**src/rtl/bcm_oe_scheduler.sv**
```systemverilog
// bcm_oe_scheduler: binary-code-modulation OE scheduler (REQ -> ON -> BLANK per bit plane).
// Define OE_BRIGHTNESS_EN to add the BRIGHT port and scale the lit part of each on-window.
module bcm_oe_scheduler #(
  parameter int COLOR_DEPTH   = 4,
  parameter int LSB_ON_TIME   = 25000,
  parameter int BLANK_TIME    = 1200,
  parameter int OE_ACTIVE_LOW = 1
) (
  input  logic CLK,
  input  logic RST,
  input  logic EN,
  input  logic LOAD_ACK,
`ifdef OE_BRIGHTNESS_EN
  input  logic [7:0] BRIGHT,
`endif
  output logic LOAD_REQ,
  output logic [((COLOR_DEPTH > 1) ? $clog2(COLOR_DEPTH) : 1)-1:0] PLANE,
  output logic OE,
  output logic PLANE_START,
  output logic FRAME_DONE
);

  localparam int     PW      = (COLOR_DEPTH > 1) ? $clog2(COLOR_DEPTH) : 1;
  localparam longint MAX_ON  = longint'(LSB_ON_TIME) << (COLOR_DEPTH - 1);
  localparam longint MAX_CNT = (MAX_ON > longint'(BLANK_TIME)) ? MAX_ON : longint'(BLANK_TIME);
  localparam int     CNT_W   = $clog2(MAX_CNT + 1);

  localparam logic [PW-1:0]    LAST_PLANE = PW'(COLOR_DEPTH - 1);
  localparam logic [CNT_W-1:0] BLANK_LOAD = CNT_W'(BLANK_TIME - 1);
  localparam bit               BLANK_ONE  = (BLANK_TIME == 1);
  localparam logic             OE_ON      = (OE_ACTIVE_LOW != 0) ? 1'b0 : 1'b1;
  localparam logic             OE_OFF     = ~OE_ON;

  typedef enum logic [1:0] {S_IDLE, S_REQ, S_ON, S_BLANK} state_t;

  state_t           state;
  logic [CNT_W-1:0] cnt;
  logic [CNT_W-1:0] cnt_dec;
  logic [CNT_W-1:0] on_len;
  logic             last_plane;

  always_comb begin
    on_len     = CNT_W'(LSB_ON_TIME) << PLANE;
    cnt_dec    = cnt - CNT_W'(1);
    last_plane = (PLANE == LAST_PLANE);
  end

`ifdef OE_BRIGHTNESS_EN
  localparam int PROD_W = CNT_W + 9;

  logic [PROD_W-1:0] lit_prod;
  logic [CNT_W-1:0]  lit_len;
  logic [CNT_W-1:0]  off_at;

  // OE stays lit while the down-counter is at or above off_at = ON_LEN - lit_len
  always_comb begin
    lit_prod = PROD_W'(on_len) * PROD_W'({1'b0, BRIGHT} + 9'd1);
    lit_len  = CNT_W'(lit_prod >> 8);
  end
`endif

  always_ff @(posedge CLK) begin
    if (RST) begin
      state       <= S_IDLE;
      cnt         <= '0;
      PLANE       <= '0;
      OE          <= OE_OFF;
      LOAD_REQ    <= 1'b0;
      PLANE_START <= 1'b0;
      FRAME_DONE  <= 1'b0;
`ifdef OE_BRIGHTNESS_EN
      off_at      <= '0;
`endif
    end else begin
      PLANE_START <= 1'b0;
      FRAME_DONE  <= 1'b0;
      case (state)
        S_IDLE: begin
          OE       <= OE_OFF;
          LOAD_REQ <= 1'b0;
          if (EN) state <= S_REQ;
        end
        S_REQ: begin
          if (LOAD_ACK) begin
            state       <= S_ON;
            LOAD_REQ    <= 1'b0;
            PLANE_START <= 1'b1;
            cnt         <= on_len - CNT_W'(1);
`ifdef OE_BRIGHTNESS_EN
            OE          <= (lit_len != '0) ? OE_ON : OE_OFF;
            off_at      <= on_len - lit_len;
`else
            OE          <= OE_ON;
`endif
          end else begin
            LOAD_REQ <= 1'b1;
          end
        end
        S_ON: begin
          if (cnt == '0) begin
            state <= S_BLANK;
            cnt   <= BLANK_LOAD;
            OE    <= OE_OFF;
            // a one-cycle blank makes its first cycle the frame's last one
            if (BLANK_ONE && last_plane) FRAME_DONE <= 1'b1;
          end else begin
            cnt <= cnt_dec;
`ifdef OE_BRIGHTNESS_EN
            OE  <= (cnt_dec >= off_at) ? OE_ON : OE_OFF;
`endif
          end
        end
        S_BLANK: begin
          if (cnt == '0) begin
            if (last_plane) begin
              PLANE    <= '0;
              state    <= EN ? S_REQ : S_IDLE;
              LOAD_REQ <= EN;
            end else begin
              PLANE    <= PLANE + PW'(1);
              state    <= S_REQ;
              LOAD_REQ <= 1'b1;
            end
          end else begin
            cnt <= cnt_dec;
            if (cnt == CNT_W'(1) && last_plane) FRAME_DONE <= 1'b1;
          end
        end
        default: state <= S_IDLE;
      endcase
    end
  end

endmodule
```
**config.mk**
```make
export PLATFORM = sky130hd
export DESIGN_NAME = bcm_oe_scheduler
export DESIGN_NICKNAME = d
export VERILOG_FILES = /design/src/rtl/bcm_oe_scheduler.sv
export SDC_FILE = /design/constraint.sdc
export NUM_CORES = 1
export LEC_CHECK = 0
export CAP_MARGIN = 10
export CORE_ASPECT_RATIO = 1.5
export CORE_MARGIN = 2
export CORE_UTILIZATION = 53
export DETAILED_ROUTE_END_ITERATION = 6
export PLACE_DENSITY = 0.75
export SYNTH_ARGS = -nofsm -noshare
export SYNTH_HDL_FRONTEND = slang
export SYNTH_SLANG_ARGS = --single-unit
```
**constraint.sdc**
```tcl
create_clock -name CLK -period 2.1 [get_ports CLK]
set_input_delay 0.42 -clock CLK [delete_from_list [all_inputs] [get_ports CLK]]
set_output_delay 0.42 -clock CLK [all_outputs]
set_load 0.02 [all_outputs]
```
==> results of run 1 <==
how the worst max path moves through the flow:
stage	from	endpoint
2_1_floorplan	state[1]$_SDFFE_PP0P_	cnt[14]$_SDFFE_PP0P_
3_3_place_gp	LOAD_ACK	cnt[12]$_SDFFE_PP0P_
3_5_place_dp	LOAD_ACK	cnt[14]$_SDFFE_PP0P_
4_1_cts	cnt[1]$_SDFFE_PP0P_	PLANE[0]$_SDFFE_PP0P_
5_1_grt	cnt[4]$_SDFFE_PP0P_	cnt[16]$_SDFFE_PP0P_
6_report	cnt[4]$_SDFFE_PP0P_	cnt[16]$_SDFFE_PP0P_
logic make-up (layout without fill, tap and decap cells):
| kind of cell | count (synthesis) | count (layout) | synth area share (%) |
|---|---|---|---|
| compound gates | 70 | 70 | 26.46 |
| mux | 1 | 1 | 0.5556 |
| xor+xnor | 5 | 5 | 2.431 |
| fa+ha+maj | 16 | 16 | 11.11 |
| flops | 26 | 26 | 28.89 |
| buf+inv | 24 | 57 | 5.695 |
| simple gates | 83 | 83 | 24.86 |
flip-flops by register name (all words and copies together), names as in the netlist:
| name | flops |
|---|---|
| cnt | 18 |
| PLANE | 2 |
| state | 2 |
| FRAME_DONE | 1 |
| LOAD_REQ | 1 |
| OE | 1 |
| PLANE_START | 1 |
per-stage QoR:
step | util, % | setup slack (ns) | total power, mW
global placement | 66.67 | 0.03841 | 2.760
finish | 70.04 | 0.1225 | 3.322
global route | 70.04 | -0.01023 | 3.548
detailed placement | 66.67 | 0.01246 | 2.816
CTS | 68.39 | 0.03422 | 3.166
floorplan | - | 0.04389 | 2.083
layout make-up:
type	count	area (sq um)
clock buffer	4	55.05
timing repair buffer	42	337.8
inverter	11	41.29
tap	40	50.05
multi-input combinational	175	1229
fill	268	955.9
sequential	26	521.8
critical path: cells and delay by family (launching register included):
kind / cells / cell delay, ns
compound gates: 3 / 0.41
buf+inv: 2 / 0.36
flops: 1 / 0.34
simple gates: 2 / 0.76
routing by layer:
layer,vias up,GRT usage [%],part of all wire (%)
li1,903,-,-
met1,916,33.05,39
met2,77,49.72,50
met3,27,2.941,5.7
met4,0,17.25,6.1
met5,-,0,0
synthesized netlist by cell type, drive strengths merged (3+ instances only):
cell type | n | area (sq um)
a211oi | 4 | 30.03
a21oi | 17 | 85.08
a311oi | 4 | 35.03
a31oi | 3 | 18.77
buf | 6 | 35.03
clkbuf | 7 | 26.28
dfxtp | 26 | 520.5
ha | 16 | 200.2
inv | 11 | 41.29
nand2 | 10 | 37.54
nand2b | 3 | 18.77
nand4 | 5 | 31.28
nor2 | 33 | 131.4
nor3 | 7 | 35.03
nor4 | 4 | 40.04
o21ai | 12 | 60.06
or2 | 3 | 18.77
or4 | 3 | 22.52
xor2 | 3 | 26.28
power breakdown:
group / switching (mW) / leakage [nW] / internal [mW]
clock network: 0.177 / 0.0288 / 0.168
registers: 0.113 / 0.213 / 0.615
logic: 1.28 / 0.636 / 0.964
cells in the final DEF (no fill, tap or decap), types with 2 or more instances in the layout:
master            n
a21o_1            2
nand2_1           9
o22ai_1           2
ha_1             16
nand2b_1          3
clkdlybuf4s50_1   9
a31oi_1           2
a31o_2            2
nor2_1           32
a211o_1           2
xnor2_1           2
a22oi_1           2
xor2_1            3
a2111oi_0         2
or2_2             2
buf_4            33
o21ai_1           3
clkbuf_8          4
nand4_1           5
a221oi_1          2
dfxtp_1          25
o32ai_1           2
o31ai_1           2
inv_1            11
nand3_1           2
a211oi_1          4
a311oi_1          4
o21ai_0           9
a21oi_1          17
nor4_4            2
nor3_2            2
o211ai_1          2
or4_1             3
nor3_1            5
nor4_1            2
repair_timing:
item | CTS | global route
setup buffers | 0 | 1
setup endpoints to repair | 0 | 15
gates resized for setup | 0 | 12
==> qor.yml, run 1 <==
critical_path:
  r2r_setup_slack_ns: 0.12
  max_stage_delay_ns: 0.57
  path_class: "flip-flop to flip-flop"
  critPathSlowestCell: "or4_1"
  r2r_cells: 7
  cp-end-kind: "flip-flop"
  cp_data_arrival_time_ns: 2.15
  cp-start-kind: "flip-flop"
  path_cells: "or4_1 -> buf_4 -> nor2_4 -> buf_4 -> a41oi_1 -> o21ai_0 -> a21oi_1"
  crit_fanout: 7
  worstReg2RegStart: "cnt[4]$_SDFFE_PP0P_"
  critPathRequiredTime_ns: 2.28
  r2r-end: "cnt[16]$_SDFFE_PP0P_"
  crit_top_cell: "buf_4"
cells_and_area:
  syn_to_final_growth_pct: 24.03
  num_antenna_cells: 0
  drive_above_1_share_pct: 21.32
  final_nets: 279
  final_area_sq_um: 2235
  final_cells: 298
sta:
  slew_headroom_pct: 71.80
  setup_viol: 0
  holdWs_ns: 0.4846
  period_minus_slack_ns: 1.977
  skew_ns: 0.002940
  worst_pin_slew_ns: 0.4124
  final-hold-violation-count: 0
  finalCritPeriodShare_pct: 94.17
  clock.fmax_mhz: 505.7
  fin_setup_tns_ns: 0
  maxSlewViolCount: 0
detailed_routing:
  wirelength_microns: 4991
  ant_nets: 0
  drt_pre_antenna_iters: 4
  wire_per_inst_microns: 16.75
  viasPerCell: 6.453
  drc: 0
  dr_total_vias: 1923
  first_iter_violations: 105
logic_synthesis:
  synth_area_sq_um: 1802
  synth_cell_types: 58
  synth_nets: 245
  synth_edf_count: 0
  synth_warnings: 0
  ys_seq_elements: 26
  synthArstFlopShare_pct: 0
  syn_area_per_cell_sq_um: 8.008
  synth-seq-area-share_pct: 28.89
  synth_cells: 225
  synth_ff_type: "dfxtp_1"
global_routing:
  grt_pass1_vias: 1826
  track_usage_pct: 28.38
  grt_max_degree: 17
  grt_overflow: 0
  grt_pass1_wl_microns: 8383
  antenna_found_initial: 0
floorplanning:
  num_rows: 25
  dieWidth_microns: 51.61
  dieArea_sq_um: 3892
  coreArea_sq_um: 3191
  initial_core_util_pct: 56.47
  die_h_microns: 75.41
  ios: 10
power:
  ir_drop_v: 0.001033
  powerDensity_nw_per_um2: 1487
  leakage_nw: 0.8776
clock_tree:
  hold_buffers: 0
  clock_latency_ns: 0.28
  root_buffer: "clkbuf_8"
  cts.clk_slew.worst_paths_ns: 0.10
  clock-sinks: 26
  clockBufferDepth: 2
  cts_tree: "built"
  cts.htree.levels: 1
  cts_made_buffers: 3
status:
  status: "finished, final reports clean"
worst_hold_path:
  whs_path_depth: 1
  hp-class: "flip-flop to flip-flop"
  hold_path_end: "OE$_SDFFE_PP1P_"
  hp-start: "OE$_SDFFE_PP1P_"
job:
  cap_violations: 0
placed_design:
  hpwl_microns: 3809
  place_area_sq_um: 2127
  dpl.cell_count: 293
  numPortBuffers: 9
  finalWeightedCongestion: 0.9457
Note: power is estimated with default switching activity, not from simulation.
==> run 2, diff against run 1 <==
- CORE_UTILIZATION: 53 -> 60
- PLACE_DENSITY: 0.75 -> 0.8
- clock period: 2.1 -> 2.4 ns (I/O delays scaled with it)
==> qor.yml, run 2 (synthesis gave the netlist of run 1 again) <==
cells_and_area:
  multiInputGateArea_sq_um: 1179
  syn_to_final_growth_pct: 14.10
  final_area_sq_um: 2056
  drive_above_1_share_pct: 10.46
  layout_common_cells: "nor2_1 (32), dfxtp_1 (26), a21oi_1 (17), ha_1 (16), buf_4 (14)"
  final_nets: 260
  largest_reg_flops: 18
  fillerInstances: 238
  mostFrequentLayoutCell: "nor2_1"
  num_antenna_cells: 0
  seqCellArea_sq_um: 520.5
  largestRegisters: "cnt x18, PLANE x2, state x2"
  final_cells: 278
  top_register: "cnt"
global_routing:
  antenna_found_initial: 0
  track_usage_pct: 30.30
  grt_pass1_wl_microns: 8445
  grt_overflow: 0
  grt_max_degree: 20
  grt_pass1_vias: 1846
floorplanning:
  ios: 10
  initial_core_util_pct: 62.50
  num_rows: 24
  coreArea_sq_um: 2883
  die_h_microns: 71.12
  dieWidth_microns: 48.74
  dieArea_sq_um: 3466
power:
  leakage_nw: 0.7785
  powerDensity_nw_per_um2: 1321
  ir_drop_v: 0.0009833
placed_design:
  place_ws_ns: 0.1520
  dpl.cell_count: 274
  place_area_sq_um: 1984
  finalWeightedCongestion: 1.023
  numPortBuffers: 9
  hpwl_microns: 3555
sta:
  skew_ns: 0.003305
  final-hold-violation-count: 0
  slew_headroom_pct: 64.54
  worst_pin_slew_ns: 0.5186
  worst_slack_ns: 0.1538
  period_minus_slack_ns: 2.246
  clock.fmax_mhz: 445.2
  fin_setup_tns_ns: 0
  holdWs_ns: 0.4841
  rsz0062_at_grt: "false"
  finalCritPeriodShare_pct: 93.59
  setup_viol: 0
  maxSlewViolCount: 0
clock_tree:
  clockBufferDepth: 2
  hold_buffers: 0
  cts.htree.levels: 1
  cts.clk_slew.worst_paths_ns: 0.09
  clock-sinks: 26
  post_cts_resized: 0
  root_buffer: "clkbuf_8"
  cts_made_buffers: 3
  clock_latency_ns: 0.28
  cts_tree: "built"
  cts_setup_buffers: 0
detailed_routing:
  dr_total_vias: 1903
  wirelength_microns: 4891
  drc: 0
  first_iter_violations: 175
  ant_nets: 0
  viasPerCell: 6.845
  wire_per_inst_microns: 17.59
  drt_pre_antenna_iters: 6
critical_path:
  cp-end-kind: "flip-flop"
  cp-start-kind: "flip-flop"
  critPathRequiredTime_ns: 2.57
  crit_fanout: 7
  cp_data_arrival_time_ns: 2.41
  path_class: "flip-flop to flip-flop"
status:
  status: "finished, final reports clean"
worst_hold_path:
  hp-class: "flip-flop to flip-flop"
job:
  cap_violations: 0
==> run 2: worst paths after layout <==
| kind | startpoint | end | slack, ns | cells past startpoint |
|---|---|---|---|---|
| worst min-delay path | OE$_SDFFE_PP1P_ | OE$_SDFFE_PP1P_ | 0.48 | 1 |
| worst max-delay path | cnt[4]$_SDFFE_PP0P_ | cnt[9]$_SDFFE_PP0P_ | 0.15 | 5 |
| worst min register to register | OE$_SDFFE_PP1P_ | OE$_SDFFE_PP1P_ | 0.48 | 1 |
| worst max register to register | cnt[4]$_SDFFE_PP0P_ | cnt[9]$_SDFFE_PP0P_ | 0.15 | 5 |
==> run 2: power by group <==
part | internal [mW] | leakage [nW] | switching, mW | total [mW]
clock network | 0.223 | 0.0357 | 0.147 | 0.371
registers | 0.537 | 0.213 | 0.127 | 0.664
logic | 0.649 | 0.530 | 1.03 | 1.68
==> run 2: cell type report <==
class / count / share of cell area (%)
Clock buffer: 3 / 2.009
Sequential cell: 26 / 25.32
Clock inverter: 1 / 1.461
Tap cell: 39 / 2.374
Inverter: 11 / 2.009
Timing Repair Buffer: 23 / 9.495
Multi-Input combinational cell: 175 / 57.33
==> run 2: worst max-delay path, stage by stage, from the launching register on <==
cell and delay, ns:
dfxtp_1 0.39, or4_1 0.70, or2_1 0.41, a211o_1 0.33, a21oi_1 0.21, o32ai_1 0.10
==> run 2: layer usage <==
metal	GRT usage (%)	vias to the layer above	share of wire, %	routed length (microns)
li1	-	870	-	-
met1	36.30	862	36	1771
met2	52.05	135	48	2365
met3	5.063	36	9.0	441
met4	14.92	0	6.4	313
met5	0	-	0	0
==> run 2: metrics by stage <==
stage,util (%),power [mW]
6_report,71.31,2.716
5_1_grt,71.31,2.884
4_1_cts,71.31,2.647
3_3_place_gp,68.84,2.242
3_5_place_dp,68.84,2.267
2_1_floorplan,-,1.812
